[src/rtl/nn_pkg.sv]
// nn_pkg: shared class count, default score width and accumulator FSM state type
package nn_pkg;
  localparam int NUM_CLASSES = 10;
  localparam int DEF_SCORE_W = 26;
  typedef enum logic [1:0] {IDLE, ACCUM, DONE} acc_state_t;
endpackage

[src/rtl/score_accumulator_if.sv]
// score_accumulator_if: image bus; master drives start/in_valid/in_data/in_wt, slave returns in_ready/score/score_valid/busy
interface score_accumulator_if import nn_pkg::*; #(
  parameter int IN_W    = 8,
  parameter int WT_W    = 8,
  parameter int SCORE_W = DEF_SCORE_W
);
  logic start;
  logic in_valid;
  logic in_ready;
  logic signed [IN_W-1:0] in_data;
  logic [NUM_CLASSES*WT_W-1:0] in_wt;
  logic [NUM_CLASSES*SCORE_W-1:0] score;
  logic score_valid;
  logic busy;
  modport master (output start, in_valid, in_data, in_wt, input in_ready, score, score_valid, busy);
  modport slave (input start, in_valid, in_data, in_wt, output in_ready, score, score_valid, busy);
endinterface

[src/rtl/mac_lane.sv]
// mac_lane: signed multiply-accumulate (clk, rst, clr, en, a_i, w_i -> acc_o), saturating when SCORE_SAT_EN is defined
module mac_lane import nn_pkg::*; #(
  parameter int IN_W    = 8,
  parameter int WT_W    = 8,
  parameter int SCORE_W = DEF_SCORE_W
) (
  input  logic                      clk,
  input  logic                      rst,
  input  logic                      clr,
  input  logic                      en,
  input  logic signed [IN_W-1:0]    a_i,
  input  logic signed [WT_W-1:0]    w_i,
  output logic signed [SCORE_W-1:0] acc_o
);
  logic signed [IN_W+WT_W-1:0] prod;
  logic signed [SCORE_W-1:0] pext, acc_q, acc_d;
  assign prod = (IN_W+WT_W)'(a_i) * (IN_W+WT_W)'(w_i);
  assign pext = SCORE_W'(prod);
`ifdef SCORE_SAT_EN
  logic signed [SCORE_W:0] sum;
  assign sum = (SCORE_W+1)'(acc_q) + (SCORE_W+1)'(pext);
  assign acc_d = sum[SCORE_W] == sum[SCORE_W-1] ? sum[SCORE_W-1:0] : {sum[SCORE_W], {(SCORE_W-1){~sum[SCORE_W]}}};
`else
  assign acc_d = acc_q + pext;
`endif
  always_ff @(posedge clk) acc_q <= rst || clr ? '0 : en ? acc_d : acc_q;
  assign acc_o = acc_q;
endmodule

[src/rtl/score_accumulator.sv]
// score_accumulator: accumulates N_IN activations x ten class weights into ten scores (clk, rst, bus.slave); SCORE_SAT_EN selects saturation
module score_accumulator import nn_pkg::*; #(
  parameter int N_IN    = 64,
  parameter int IN_W    = 8,
  parameter int WT_W    = 8,
  parameter int SCORE_W = DEF_SCORE_W
) (
  input logic clk,
  input logic rst,
  score_accumulator_if.slave bus
);
  localparam int CW = $clog2(N_IN+1);
  acc_state_t state_q;
  logic [CW-1:0] cnt_q;
  logic in_ready_q, busy_q, score_valid_q, clr, en;
  logic [NUM_CLASSES*SCORE_W-1:0] score;
  assign clr = state_q == IDLE && bus.start;
  assign en = in_ready_q && bus.in_valid;
  always_ff @(posedge clk)
    if (rst) begin
      state_q <= IDLE;
      cnt_q <= '0;
      in_ready_q <= 1'b0;
      busy_q <= 1'b0;
      score_valid_q <= 1'b0;
    end else case (state_q)
      IDLE: if (bus.start) begin
        state_q <= ACCUM;
        cnt_q <= '0;
        in_ready_q <= 1'b1;
        busy_q <= 1'b1;
      end
      ACCUM: if (bus.in_valid) begin
        cnt_q <= cnt_q + CW'(1);
        if (cnt_q == CW'(N_IN-1)) begin
          state_q <= DONE;
          in_ready_q <= 1'b0;
          busy_q <= 1'b0;
          score_valid_q <= 1'b1;
        end
      end
      default: begin
        state_q <= IDLE;
        score_valid_q <= 1'b0;
      end
    endcase
  for (genvar k = 0; k < NUM_CLASSES; k++) begin : g_lane
    mac_lane #(.IN_W(IN_W), .WT_W(WT_W), .SCORE_W(SCORE_W)) u_lane (
      .clk(clk),
      .rst(rst),
      .clr(clr),
      .en(en),
      .a_i(bus.in_data),
      .w_i(bus.in_wt[k*WT_W +: WT_W]),
      .acc_o(score[k*SCORE_W +: SCORE_W])
    );
  end
  assign bus.score = score;
  assign bus.in_ready = in_ready_q;
  assign bus.busy = busy_q;
  assign bus.score_valid = score_valid_q;
endmodule

[src/flat_wrapper.sv]
// flat-port wrapper written by rule: the top's interface ports become plain ports
module score_accumulator_flat import nn_pkg::*;
#(
  parameter int N_IN    = 64,
  parameter int IN_W    = 8,
  parameter int WT_W    = 8,
  parameter int SCORE_W = DEF_SCORE_W
)
  (clk, rst, bus_start, bus_in_valid, bus_in_data, bus_in_wt, bus_in_ready, bus_score, bus_score_valid, bus_busy);
  score_accumulator_if #(.IN_W(IN_W), .WT_W(WT_W), .SCORE_W(SCORE_W)) bus_i ();
  input logic clk;
  input logic rst;
  input wire logic [$bits(bus_i.start)-1:0] bus_start;
  input wire logic [$bits(bus_i.in_valid)-1:0] bus_in_valid;
  input wire logic [$bits(bus_i.in_data)-1:0] bus_in_data;
  input wire logic [$bits(bus_i.in_wt)-1:0] bus_in_wt;
  output wire logic [$bits(bus_i.in_ready)-1:0] bus_in_ready;
  output wire logic [$bits(bus_i.score)-1:0] bus_score;
  output wire logic [$bits(bus_i.score_valid)-1:0] bus_score_valid;
  output wire logic [$bits(bus_i.busy)-1:0] bus_busy;
  assign bus_i.start = bus_start;
  assign bus_i.in_valid = bus_in_valid;
  assign bus_i.in_data = bus_in_data;
  assign bus_i.in_wt = bus_in_wt;
  assign bus_in_ready = bus_i.in_ready;
  assign bus_score = bus_i.score;
  assign bus_score_valid = bus_i.score_valid;
  assign bus_busy = bus_i.busy;
  score_accumulator #(.N_IN(N_IN), .IN_W(IN_W), .WT_W(WT_W), .SCORE_W(SCORE_W)) u_core (.clk(clk), .rst(rst), .bus(bus_i));
endmodule
[config.mk]
export PLATFORM = sky130hd
export DESIGN_NAME = score_accumulator_flat
export DESIGN_NICKNAME = d
export VERILOG_FILES = /design/src/rtl/nn_pkg.sv /design/src/rtl/score_accumulator_if.sv /design/src/rtl/mac_lane.sv /design/src/rtl/score_accumulator.sv /design/src/flat_wrapper.sv
export SDC_FILE = /design/constraint.sdc
export NUM_CORES = 2
export LEC_CHECK = 0
export BUFFER_PORTS_ARGS = -buffer_cell sky130_fd_sc_hd__buf_2
export CAP_MARGIN = 20
export CORE_AREA = 2 2 347 349
export CTS_CLUSTER_DIAMETER = 200
export DETAILED_ROUTE_END_ITERATION = 6
export DIE_AREA = 0 0 349 351
export GPL_TIMING_DRIVEN = 1
export HOLD_SLACK_MARGIN = 0.05
export PLACE_DENSITY = 0.71
export SLEW_MARGIN = 25
export SYNTH_ARGS = -nofsm -noshare
export SYNTH_HDL_FRONTEND = slang
export SYNTH_SLANG_ARGS = --single-unit
[constraint.sdc]
create_clock -name clk -period 6.95 [get_ports clk]
set_input_delay 0 -clock clk [delete_from_list [all_inputs] [get_ports clk]]
set_output_delay 0 -clock clk [all_outputs]
set_load 0.03 [all_outputs]
[Word level (Yosys, flattened, before mapping)]
Cells that the tools add are included.
Word-level totals
  flip-flop bits (word level): 271
  output and inout port bits: 263
  bits of input ports: 92
  word-level logic and storage cells: 64
Cells by class
  equality and inequality tests: 5
  $mul: 10
  bitwise gates (word level): 1
  mux-type cells: 14
  reductions and logical operators: 9
  add/sub/neg operators: 11
Operator list (number)
  adder 26 x 16 -> 26 bit: 10
  multiplier 8 x 8 -> 16 bit: 10
  two-way mux 7 bit: 2
  case mux 7 bit (2 select lines): 1
  AND reduction 3 bit: 3
  adder 7 x 1 -> 7 bit, second input constant: 1
  == test 7 x 6 -> 1 bit, second input constant: 1
  two-way mux 2 bit: 3
  two-way mux 1 bit: 5
  != test 2 bit, second input constant: 2
  case mux 1 bit (2 select lines): 2
  case mux 2 bit (2 select lines): 1
  AND reduction 4 bit: 1
  == test 2 x 1 -> 1 bit, second input constant: 1
  logical AND 1 bit: 2
  logical NOT 2 bit: 1
  != test 2 x 1 -> 1 bit, second input constant: 1
  nonzero test 2 bit: 1
  logical OR 1 bit: 1
  inverter 1 bit: 1

[Depth between registers and ports, before layout]
  word-level depth: 4
  gate-level depth with buffers: 23
  gate-level depth less buffers: 20

[Modules after synthesis]
A second synthesis with hierarchy kept.
Second synthesis, totals
  cell total of the unflattened synthesis: 5352
  area, all modules: 53866.7 µm²
By module, submodules not included
  mac_lane at u_core.g_lane[3].u_lane ...: area an instance 5328.9 µm², instances 5, cells an instance 530, seq. area each 520.5 µm²
  mac_lane at u_core.g_lane[0].u_lane ...: area an instance 5366.4 µm², instances 2, cells an instance 538, seq. area each 520.5 µm²
  mac_lane at u_core.g_lane[9].u_lane: area an instance 5330.1 µm², instances 1, cells an instance 521, seq. area each 520.5 µm²
  mac_lane at u_core.g_lane[8].u_lane: area an instance 5323.9 µm², instances 1, cells an instance 520, seq. area each 520.5 µm²
  mac_lane at u_core.g_lane[2].u_lane: area an instance 5303.8 µm², instances 1, cells an instance 528, seq. area each 520.5 µm²
  score_accumulator: area an instance 531.8 µm², instances 1, cells an instance 57, seq. area each 220.2 µm²

[Worst setup path before layout]
OpenSTA, ideal clock, no wires.
  path kind: in2reg
  start: input port bus_in_data[7]
  end: register u_core.g_lane[6].u_lane.acc_q[20]
  stages: 22
  data required time: 6.833 ns
  setup time: 0.117 ns
  path slack: 1.013 ns
  arrival: 5.820 ns
  path buffers: 4
  path through: clkbuf_1 -> clkbuf_1 -> clkbuf_1 -> and2_1 -> fa_1 -> fa_1 -> inv_1 -> fa_1 -> inv_1 -> fa_1 -> ha_1 -> ha_1 -> buf_2 -> a2111oi_0 -> o21ai_1 -> a41o_1 -> a41o_1 -> o31ai_2 -> nand2b_1 -> a21oi_1 -> mux2i_1 -> nand2_1
On the way
  word-level cells in the longest chain between the ends: 2
Ends and longest elaborated chain
  from (decl): line flat_wrapper.sv:15  | input wire logic [$bits(bus_i.in_data)-1:0] bus_in_data;
  multiplier 8 x 8 -> 16 bit: line mac_lane.sv:17  | assign prod = (IN_W+WT_W)'(a_i) * (IN_W+WT_W)'(w_i);
  adder 26 x 16 -> 26 bit: line mac_lane.sv:24  | assign acc_d = acc_q + pext;
  to (signal assigned): line mac_lane.sv:26  | always_ff @(posedge clk) acc_q <= rst || clr ? '0 : en ? acc_d : acc_q;
  to (decl): line mac_lane.sv:16  | logic signed [SCORE_W-1:0] pext, acc_q, acc_d;
No other way between the ends.
A chain may end at the register's enable or synchronous reset.

[Worst setup path in the final report]
  start: input port bus_in_data[7]
  end: register u_core.g_lane[2].u_lane.acc_q[25]
On the way
  word-level cells in the longest chain between the ends: 2
Ends and longest elaborated chain (line)
  multiplier 8 x 8 -> 16 bit: mac_lane.sv:17
  adder 26 x 16 -> 26 bit: mac_lane.sv:24
  to (signal assigned): mac_lane.sv:26
  to (decl): mac_lane.sv:16
No other way between the ends.

==> metrics.yaml <==
status:
  status: "finished, final reports clean"
setup_path:
  path_class: "input pin to flop"
  crit_fanout: 50
  critPathBufInv: 2
  reg2reg_to: "u_core.g_lane[0].u_lane.acc_o[25]$_SDFFE_PP0P_"
  cp_num_cells: 17
  crit_path_top_delay_cell: "fa_1"
  arrival_ns: 6.12
  r2r_cells: 18
  r2r-start: "u_core.g_lane[0].u_lane.acc_o[6]$_SDFFE_PP0P_"
  cp_common_cell: "fa_1"
  required_ns: 7.41
  crit_path_end: "u_core.g_lane[2].u_lane.acc_o[25]$_SDFFE_PP0P_"
  worstPathCellList: "buf_4 > nand2_1 > fa_1 > fa_1 > inv_1 > fa_1 > fa_1 > ha_1 > ha_1 > a21o_1 > a21o_1 > a21o_1 > o2bb2ai_1 > o41ai_1 > a21oi_1 > o41ai_1 > nor3_1"
  startpoint: "bus_in_data[7]"
  max_stage_delay_ns: 0.82
  r2r_slack_ns: 1.40
  critical_path.top_delay_family: "adder cells"
  crit_path_end_kind: "flop"
  startpoint_type: "input pin"
synthesis:
  synth_top_area_frac: 0.4142
  netlist_instances: 5578
  synth_top_area_cell: "fa_1"
  ys_top_cells_by_count: "1100 x fa_1, 894 x inv_1, 698 x nand2_1"
  synth_seq_cells: 271
  synthArstFlopShare: 0
  syn_avg_cell_area_um2: 9.532
  synth_nets: 7371
  synth_edf_count: 0
  ys_types: 81
  synth_area_leaders: "fa_1 41%, ha_1 14%, dfxtp_1 10%"
  synth_ff_type: "dfxtp_1"
  yosys_warnings: 0
  yosysMostFrequentCell: "fa_1"
  synth_area_mm2: 0.05317
  yosysSeqAreaShare: 0.1020
global_route:
  top_usage_layer: "met2"
  grt_use_met3: 0.04659
  grtUsageMet1: 0.3097
  grt_pass1_wl_mm: 227.1
  grt_overflow_total: 0
  grt_pass1_vias: 42280
  antenna_found_initial: 32
  track_usage: 0.2330
  met2_usage: 0.3900
  grt_max_degree: 138
die:
  coreArea_mm2: 0.1190
  pin_count: 355
  chipWidth_um: 349
  die-area_mm2: 0.1225
  die_y_um: 351
  initial_core_util: 0.4467
  rows: 127
finish:
  final_nets: 7673
  nFillCells: 10980
  postLayoutCellArea_mm2: 0.05851
  areaGrowthSynthToFinish_pct: 10.03
  drive_above_1_share: 0.08963
placed_design:
  io_buffers: 354
  place_area_mm2: 0.05678
  dp_hpwl_mm: 110.7
  gp_congestion: 0.9153
drt:
  wirelength_mm: 139.2
  drc: 0
  wl_per_cell_um: 18.62
  vias: 39590
  viasPerCell: 5.295
  dr.pass1.iters: 5
  drtIter0Drc: 2023
  postRouteAntennaNets: 0
sta:
  finalCriticalPeriod_ns: 5.663
  worst_hold_slack_ns: 0.1571
  slew_headroom: 0.3121
  tightestPinTransition_ns: 1.031
  maxSlewViolCount: 0
  min_period_over_period: 0.8148
  hold_viol: 0
  setup_viol: 0
  fmax_ghz: 0.1766
  fin_tns_setup_ns: 0
  fin_worst_skew_ns: 0.01893
  rsz0062_at_grt: "false"
pwr:
  leakagePower_nw: 29.71
  ir_worst_vdd_uv: 421.1
  cellPowerDensity_mw_per_mm2: 548.3
  p_total_mw: 32.08
cts:
  clk_path_buf_depth: 3
  cts_tree: "done"
  cts_resized: 0
  root_buffer: "clkbuf_16"
  cts.sinks: 271
  path_clk_slew_ns: 0.06
  htree_levels: 2
  insertion_delay_ns: 0.62
  cts_setup_buffers: 0
  cts_buffers: 43
min_path:
  hold_path_depth: 6
  worstHoldStart: "bus_in_wt[66]"
  worstHoldPathType: "input pin to flop"
run:
  maxCapViolations: 0
worst reg2reg max path, stage by stage, from the launching register on:
cell and delay [ns]:
dfxtp_1 0.41, inv_1 0.11, fa_1 0.55, inv_1 0.06, fa_1 0.49, inv_1 0.05, fa_1 0.53, inv_1 0.05
fa_1 0.44, ha_1 0.29, ha_1 0.32, a21oi_1 0.31, nor2_1 0.09, o41ai_1 0.74, o31ai_1 0.20, a21o_1 0.23
o22ai_1 0.20, mux2i_1 0.23, nor3_1 0.07
metal layers:
layer  vias up  wire (um)
li1      18260          -
met1     20170      59640
met2       953      66600
met3       184       9515
met4        24       3251
met5         -        161
cell type report:
type	count	area, um^2	share of cell area
Multi-Input combinational cell	4229	43720	0.7473
Sequential cell	271	5425	0.09273
Inverter	903	3390	0.05793
Timing Repair Buffer	432	2452	0.04192
Tap cell	1548	1937	0.03311
Clock buffer	56	1247	0.02132
Clock inverter	22	292.8	0.005004
Antenna cell	15	37.54	0.0006416
where the power goes:
group	total, mW	switching, mW	internal (mW)	leakage (nW)
sequential	2.27	0.408	1.86	2.19
clock	2.45	0.961	1.49	0.750
combinational	27.4	15.5	11.9	26.8
kinds of logic (layout without fill, tap and decap cells):
family,Yosys count,count (layout),share of synthesized area
adders and majority gates,1701,1701,0.5556
and+or+nand+nor,1506,1506,0.1336
AOI/OAI and AO/OA,760,760,0.08900
other,0,15,0
xor gates and xnor gates,244,244,0.04019
buffers and inverters,1078,1413,0.07620
muxes,18,18,0.003412
DFF,271,271,0.1020
worst min path at each step:
stage	endpoint
2_1_floorplan	u_core.state_q[0]$_SDFFE_PP0P_
3_3_place_gp	u_core.state_q[0]$_SDFFE_PP0P_
3_5_place_dp	u_core.state_q[0]$_SDFFE_PP0P_
4_1_cts	u_core.g_lane[8].u_lane.acc_o[2]$_SDFFE_PP0P_
5_1_grt	u_core.g_lane[3].u_lane.acc_o[2]$_SDFFE_PP0P_
6_report	u_core.g_lane[8].u_lane.acc_o[2]$_SDFFE_PP0P_
state kept, by name, summed over array words and instances (netlist names):
signal,cells
u_core.g_lane.u_lane.acc_o,260
u_core.bus.score_valid,1
u_core.state_q,2
u_core.cnt_q,7
u_core.bus.in_ready,1
layout by cell type, fill, tap and decap left out, types with 13 or more instances in the layout:
cell and instances:
and3_1 16, nor3_1 47, nand4_1 15, o21bai_1 31, o21a_1 28, fa_1 1100
nand2b_1 41, or3_1 15, or2_2 13, dlygate4sd3_1 15, mux2i_1 17, inv_1 894
a21oi_1 340, xor2_1 93, a21o_1 87, a211oi_1 44, clkbuf_16 45, and2_1 329
buf_2 346, buf_4 68, xnor2_1 151, ha_1 601, nor2_1 198, o21ai_0 96
a211o_1 13, nand2_1 696, a31oi_1 16, dfxtp_1 271, nand3_1 71, diode_2 15
per-stage QoR:
stage                 util  setup slack [ns]  instances
floorplan                -             1.013       5578
global placement    0.4771            0.9328       7368
detailed placement  0.4771            0.7843       7368
CTS                 0.4913             1.388       7461
global route        0.4915             1.038       7473
finish              0.4916             1.287       7476
timing repair:
action,in CTS,in global routing
endpoints found under the setup margin,0,0
hold buffers,15,0
hold endpoints to repair,39,0
Note: power is estimated with default switching activity, not from simulation.
